==> src/rtl/bfly_pair_feeder_pkg.sv <==
// Shared constants and types for the radix-2 FFT datapath: sample width,
// default butterfly span, complex sample type and the FILL/PAIR encoding.
package bfly_pair_feeder_pkg;

    localparam int CPLX_WIDTH = 16;
    localparam int LOG2D_DEF  = 3;

    // Counter MSB doubles as the phase flag: low half of a block fills, high half pairs
    localparam logic [0:0] ST_FILL = 1'b0;
    localparam logic [0:0] ST_PAIR = 1'b1;

    typedef struct packed {
        logic [CPLX_WIDTH-1:0] re;
        logic [CPLX_WIDTH-1:0] im;
    } cplx_t;

    function automatic int bfly_span(input int log2d);
        return 1 << log2d;
    endfunction

endpackage

==> src/rtl/bfly_pair_feeder_if.sv <==
// Sample stream in, butterfly operand pairs out. The master drives samples,
// the slave (the feeder) drives pairs and the sop error pulse.
interface bfly_pair_feeder_if
    import bfly_pair_feeder_pkg::*;
#(
    parameter int WIDTH = CPLX_WIDTH,
    parameter int LOG2D = LOG2D_DEF
);

    logic             in_valid;
    logic             in_sop;
    logic [WIDTH-1:0] in_re;
    logic [WIDTH-1:0] in_im;

    logic [WIDTH-1:0] a_re;
    logic [WIDTH-1:0] a_im;
    logic [WIDTH-1:0] b_re;
    logic [WIDTH-1:0] b_im;
    logic [LOG2D-1:0] tw_idx;
    logic             pair_valid;
    logic             pair_last;
    logic             sop_err;

    modport master (
        output in_valid, in_sop, in_re, in_im,
        input  a_re, a_im, b_re, b_im, tw_idx, pair_valid, pair_last, sop_err
    );

    modport slave (
        input  in_valid, in_sop, in_re, in_im,
        output a_re, a_im, b_re, b_im, tw_idx, pair_valid, pair_last, sop_err
    );

endinterface

==> src/rtl/bfly_pair_feeder_cplx_buf.sv <==
// First-half sample store: simple dual-port RAM with synchronous write and an
// enabled registered read. No reset so it maps onto block/distributed RAM.
module bfly_pair_feeder_cplx_buf
    import bfly_pair_feeder_pkg::*;
#(
    parameter int DATA_W = 2 * CPLX_WIDTH,
    parameter int ADDR_W = LOG2D_DEF
) (
    input  logic              clk,
    input  logic              wr_en,
    input  logic [ADDR_W-1:0] wr_addr,
    input  logic [DATA_W-1:0] wr_data,
    input  logic              rd_en,
    input  logic [ADDR_W-1:0] rd_addr,
    output logic [DATA_W-1:0] rd_data
);

    logic [DATA_W-1:0] mem [0:(1 << ADDR_W)-1];

    always_ff @(posedge clk) begin
        if (wr_en) begin
            mem[wr_addr] <= wr_data;
        end
    end

    // Read register only loads on a pair, so the a operand holds between pairs
    always_ff @(posedge clk) begin
        if (rd_en) begin
            rd_data <= mem[rd_addr];
        end
    end

endmodule

==> src/rtl/bfly_pair_feeder.sv <==
// Radix-2 butterfly feeder: buffers the first D samples of each 2*D block and
// pairs sample k with sample k+D, tagging each pair with twiddle index k.
module bfly_pair_feeder
    import bfly_pair_feeder_pkg::*;
#(
    parameter int WIDTH = CPLX_WIDTH,
    parameter int LOG2D = LOG2D_DEF
) (
    input  logic               clk,
    input  logic               rst,
    bfly_pair_feeder_if.slave  bus
);

    localparam logic [LOG2D-1:0] LAST_IDX = '1;
    localparam logic [LOG2D:0]   CNT_ONE  = {{LOG2D{1'b0}}, 1'b1};

    logic [LOG2D:0]     cnt;
    logic [LOG2D-1:0]   idx;
    logic [0:0]         state;

    logic               sop_take;
    logic               fill_take;
    logic               pair_take;

    logic               buf_wr_en;
    logic [LOG2D-1:0]   buf_wr_addr;
    logic [2*WIDTH-1:0] buf_rd_data;

    logic               a_live;
    logic [WIDTH-1:0]   b_re_q;
    logic [WIDTH-1:0]   b_im_q;
    logic [LOG2D-1:0]   tw_idx_q;
    logic               pair_valid_q;
    logic               pair_last_q;
    logic               sop_err_q;

    assign idx   = cnt[LOG2D-1:0];
    assign state = cnt[LOG2D];

    // A start-of-packet sample always restarts the block at index 0, whatever the phase
    assign sop_take  = bus.in_valid & bus.in_sop;
    assign fill_take = bus.in_valid & ~bus.in_sop & (state == ST_FILL);
    assign pair_take = bus.in_valid & ~bus.in_sop & (state == ST_PAIR);

    assign buf_wr_en   = sop_take | fill_take;
    assign buf_wr_addr = sop_take ? '0 : idx;

    bfly_pair_feeder_cplx_buf #(
        .DATA_W (2 * WIDTH),
        .ADDR_W (LOG2D)
    ) u_buf (
        .clk     (clk),
        .wr_en   (buf_wr_en),
        .wr_addr (buf_wr_addr),
        .wr_data ({bus.in_re, bus.in_im}),
        .rd_en   (pair_take),
        .rd_addr (idx),
        .rd_data (buf_rd_data)
    );

    always_ff @(posedge clk or posedge rst) begin
        if (rst) begin
            cnt <= '0;
        end else if (sop_take) begin
            cnt <= CNT_ONE;
        end else if (bus.in_valid) begin
            cnt <= cnt + CNT_ONE;
        end
    end

    always_ff @(posedge clk or posedge rst) begin
        if (rst) begin
            a_live       <= 1'b0;
            b_re_q       <= '0;
            b_im_q       <= '0;
            tw_idx_q     <= '0;
            pair_valid_q <= 1'b0;
            pair_last_q  <= 1'b0;
            sop_err_q    <= 1'b0;
        end else begin
            pair_valid_q <= pair_take;
            pair_last_q  <= pair_take && (idx == LAST_IDX);
            sop_err_q    <= sop_take && (cnt != '0);
            if (pair_take) begin
                a_live   <= 1'b1;
                b_re_q   <= bus.in_re;
                b_im_q   <= bus.in_im;
                tw_idx_q <= idx;
            end
        end
    end

    // The RAM read register has no reset, so a is forced to zero until the first pair
    assign bus.a_re       = a_live ? buf_rd_data[2*WIDTH-1:WIDTH] : '0;
    assign bus.a_im       = a_live ? buf_rd_data[WIDTH-1:0]       : '0;
    assign bus.b_re       = b_re_q;
    assign bus.b_im       = b_im_q;
    assign bus.tw_idx     = tw_idx_q;
    assign bus.pair_valid = pair_valid_q;
    assign bus.pair_last  = pair_last_q;
    assign bus.sop_err    = sop_err_q;

endmodule

==> src/flat_wrapper.sv <==
// flat-port wrapper written by rule: the top's interface ports become plain ports
module bfly_pair_feeder_flat import bfly_pair_feeder_pkg::*;
#(
    parameter int WIDTH = CPLX_WIDTH,
    parameter int LOG2D = LOG2D_DEF
)
  (clk, rst, bus_in_valid, bus_in_sop, bus_in_re, bus_in_im, bus_a_re, bus_a_im, bus_b_re, bus_b_im, bus_tw_idx, bus_pair_valid, bus_pair_last, bus_sop_err);
  bfly_pair_feeder_if #(.WIDTH(WIDTH), .LOG2D(LOG2D)) bus_i ();
  input  logic clk;
  input  logic rst;
  input wire logic [$bits(bus_i.in_valid)-1:0] bus_in_valid;
  input wire logic [$bits(bus_i.in_sop)-1:0] bus_in_sop;
  input wire logic [$bits(bus_i.in_re)-1:0] bus_in_re;
  input wire logic [$bits(bus_i.in_im)-1:0] bus_in_im;
  output wire logic [$bits(bus_i.a_re)-1:0] bus_a_re;
  output wire logic [$bits(bus_i.a_im)-1:0] bus_a_im;
  output wire logic [$bits(bus_i.b_re)-1:0] bus_b_re;
  output wire logic [$bits(bus_i.b_im)-1:0] bus_b_im;
  output wire logic [$bits(bus_i.tw_idx)-1:0] bus_tw_idx;
  output wire logic [$bits(bus_i.pair_valid)-1:0] bus_pair_valid;
  output wire logic [$bits(bus_i.pair_last)-1:0] bus_pair_last;
  output wire logic [$bits(bus_i.sop_err)-1:0] bus_sop_err;
  assign bus_i.in_valid = bus_in_valid;
  assign bus_i.in_sop = bus_in_sop;
  assign bus_i.in_re = bus_in_re;
  assign bus_i.in_im = bus_in_im;
  assign bus_a_re = bus_i.a_re;
  assign bus_a_im = bus_i.a_im;
  assign bus_b_re = bus_i.b_re;
  assign bus_b_im = bus_i.b_im;
  assign bus_tw_idx = bus_i.tw_idx;
  assign bus_pair_valid = bus_i.pair_valid;
  assign bus_pair_last = bus_i.pair_last;
  assign bus_sop_err = bus_i.sop_err;
  bfly_pair_feeder #(.WIDTH(WIDTH), .LOG2D(LOG2D)) u_core (.clk(clk), .rst(rst), .bus(bus_i));
endmodule
==> config.mk <==
export PLATFORM = sky130hd
export DESIGN_NAME = bfly_pair_feeder_flat
export DESIGN_NICKNAME = d
export VERILOG_FILES = /design/src/rtl/bfly_pair_feeder_pkg.sv /design/src/rtl/bfly_pair_feeder_if.sv /design/src/rtl/bfly_pair_feeder_cplx_buf.sv /design/src/rtl/bfly_pair_feeder.sv /design/src/flat_wrapper.sv
export SDC_FILE = /design/constraint.sdc
export NUM_CORES = 1
export LEC_CHECK = 0
export ABC_AREA = 1
export BUFFER_PORTS_ARGS = -buffer_cell sky130_fd_sc_hd__buf_2
export CAP_MARGIN = 40
export CORE_MARGIN = 8
export CORE_UTILIZATION = 30
export DETAILED_ROUTE_END_ITERATION = 6
export PLACE_DENSITY_LB_ADDON = 0.25
export SYNTH_ARGS = -nofsm -noshare
export SYNTH_HDL_FRONTEND = slang
export SYNTH_HIERARCHICAL = 1
export SYNTH_SLANG_ARGS = --single-unit
==> constraint.sdc <==
create_clock -name clk -period 4.35 [get_ports clk]
set_input_delay 0.2175 -clock clk [delete_from_list [all_inputs] [get_ports clk]]
set_output_delay 0.2175 -clock clk [all_outputs]
set_load 0.03 [all_outputs]
==> impl_metrics.yaml <==
status:
  status: "completed"
grt:
  overflow: 0
  grt_start_max_net_pins: 72
  first_global_vias: 9357
  track_usage_pct: 12.7
  grt_pass1_wl_um: 53600
  antenna_found_initial: 0
route:
  drc: 0
  first_iter_violations: 564
  wl_um: 34300
  dr_total_vias: 9235
  wl_per_cell_um: 15.6
  vias_per_cell: 4.21
  drtAntennaViolNets: 0
  drt_pass1_iterations: 4
place:
  dp_slack_ns: 1.44
  gp_congestion: 0.737
  port_buffers: 105
  post-dp-hpwl_um: 20300
logic_synthesis:
  syn-instance-count: 1413
  synth_seq_area_share_pct: 68.7
  syn-num-nets: 1452
  avgSynthCellArea_um2: 10.0
  synth.cell_area_mm2: 0.0142
  yosysWarningCount: 6
  synth_cell_type_count: 18
  ys_ff_latch: 331
critical_path:
  worstPathMaxFanout: 64
  reg2reg_slack_ns: 1.49
  cp-start-kind: "flop"
  path_cells: "inv_1 -> nor2_1 -> nand2_1 -> nor2_4 -> buf_4"
  arrival_ns: 3.08
  end_kind: "flop"
  r2r-start: "u_core/cnt[0]$_DFFE_PP0P_"
  path_class: "flop to flop"
  crit_start: "u_core/cnt[0]$_DFFE_PP0P_"
  slowest_delay_ns: 0.89
  crit_required_ns: 4.57
  reg2reg_depth: 5
  worstReg2RegEnd: "u_core/u_buf/mem[5][26]$_DFFE_PP_"
  crit_path_end: "u_core/u_buf/mem[5][26]$_DFFE_PP_"
  crit_slowest_cell: "dfrtp_4"
cts:
  cts_buffer_depth: 3
  clkLatencyLatePin_ns: 0.54
  cts-buffers-inserted: 40
  post_cts_buffers: 0
  cts_num_sinks: 331
  htree_levels: 2
  post_cts_resized: 0
  cts_tree: "built"
  cts-root-buf: "clkbuf_16"
  clkTransAtPathRegs_ns: 0.06
pwr:
  power.density_mw_per_mm2: 530
  peakVddDrop_v: 0.000271
  power_leakage_nw: 8.07
final_layout:
  final_common_cell: "nand2_1"
  fillCellCount: 4574
  register_area_mm2: 0.00973
  drive_gt1_share_pct: 12.8
  fin_util_pct: 36.5
  diodes: 0
  final_cell_mix: "nand2_1, inv_1, edfxtp_1"
  multi_input_area_mm2: 0.00297
  fin_nets: 1592
  syn_to_final_growth_pct: 20.1
sta:
  grt_setup_unrepaired: "false"
  finalSetupTns_ns: 0
  setup_viol: 0
  hold_viol: 0
  slew_headroom_pct: 46.3
  fmax_mhz: 350
  drv_slew: 0
  fin_crit_ns: 2.86
  fin_crit_sh_pct: 65.7
  fin_ws_ns: 1.49
  tightest_slew_ns: 0.805
  skew_ns: 0.00945
floorplan:
  io_pins: 106
  core_mm2: 0.0466
  rows: 79
  fp.dieW_um: 233
  die_area_mm2: 0.0544
  fp.dieH_um: 233
  initial_core_util_pct: 30.4
worst_hold_path:
  hold_class: "input pin to flop"
job:
  maxCapViolCount: 0
-- metal layers --
layer | vias up | global-route usage (%) | part of all wire [%]
met2 | 163 | 21.3 | 48
met5 | - | 0 | 0
met1 | 4371 | 16.3 | 45
li1 | 4652 | - | -
met3 | 49 | 2.37 | 4.7
met4 | 0 | 4.38 | 2.3
-- power breakdown --
| part | switching [mW] | leakage, nW | internal, mW |
|---|---|---|---|
| Combinational | 1.34 | 4.26 | 0.564 |
| Sequential | 0.196 | 3.18 | 3.75 |
| Clock | 1.30 | 0.617 | 1.86 |
| Total | 2.84 | 8.07 | 6.18 |
-- registers in the layout, summed over array words and instances, names as in the netlist --
| name | flops |
|---|---|
| u_core/a_live | 1 |
| u_core/bus.b_im | 16 |
| u_core/bus.b_re | 16 |
| u_core/bus.pair_last | 1 |
| u_core/bus.pair_valid | 1 |
| u_core/bus.sop_err | 1 |
| u_core/bus.tw_idx | 3 |
| u_core/cnt | 4 |
| u_core/u_buf/mem | 256 |
| u_core/u_buf/rd_data | 32 |
-- worst min path at each step --
stage | start | to | slack (ns) | cells past startpoint
finish | bus_in_im[7] | u_core/bus.b_im[7]$_DFFE_PP0P_ | 0.03 | 3
global route | bus_in_im[1] | u_core/u_buf/mem[5][1]$_DFFE_PP_ | 0.03 | 1
CTS | bus_in_im[7] | u_core/bus.b_im[7]$_DFFE_PP0P_ | 0.004 | 3
detailed placement | u_core/bus.b_im[8]$_DFFE_PP0P_ | u_core/bus.b_im[8]$_DFFE_PP0P_ | 0.46 | 2
global placement | rst | u_core/bus.tw_idx[2]$_DFFE_PP0P_ | 0.46 | 3
floorplan | bus_in_valid | u_core/cnt[1]$_DFFE_PP0P_ | 0.31 | 1
-- cells in the mapped netlist --
master,instances,area [um2]
a21oi_1,2,10.0
nand2_1,560,2100
ha_1,3,37.5
buf_4,5,37.5
nand3_1,131,656
buf_1,5,18.8
o21ai_0,6,30.0
inv_1,300,1130
nor2_4,1,11.3
dfrtp_1,43,1080
nand2_2,1,6.26
or2_2,1,6.26
edfxtp_1,288,8650
buf_2,20,100
inv_2,4,15.0
clkbuf_1,13,48.8
buf_6,16,180
nor2_1,14,52.6
-- logic make-up (layout without fill, tap and decap cells) --
group,count (synthesis),in the layout,synth area share (%)
compound gates,8,8,0.283
fa+ha+maj,3,3,0.265
buf+inv,363,534,10.8
simple gates,708,708,20.0
flops,331,331,68.7
-- timing repair --
action	CTS	global route
endpoints found under the setup margin	0	0
hold endpoints to repair	260	0
hold buffers	32	0
-- cell type report --
cell class / count / share of cell area, %
clock inverter: 15 / 0.544
multi-input combinational: 719 / 17.5
clock buffer: 58 / 6.83
inverter: 304 / 6.73
tap: 607 / 4.46
timing repair buffer: 157 / 6.75
sequential: 331 / 57.2
-- worst max-delay path: cells and delay by family, from the launching register on --
kind          cells  cell delay, ns
buf+inv           2            0.60
simple gates      3            1.02
flops             1            0.89
-- metrics by stage --
step | hold slack, ns | power (mW) | cells | cell area (um2)
after CTS | 0.00384 | 9.18 | 2191 | 17000
after floorplan | 0.314 | 5.30 | 1413 | 14200
after detailed placement | 0.459 | 5.94 | 2086 | 15400
after global placement | 0.457 | 5.87 | 2078 | 15200
final | 0.0272 | 9.02 | 2191 | 17000
after global routing | 0.0300 | 9.53 | 2191 | 17000
Power figures use the tool's default switching activity.
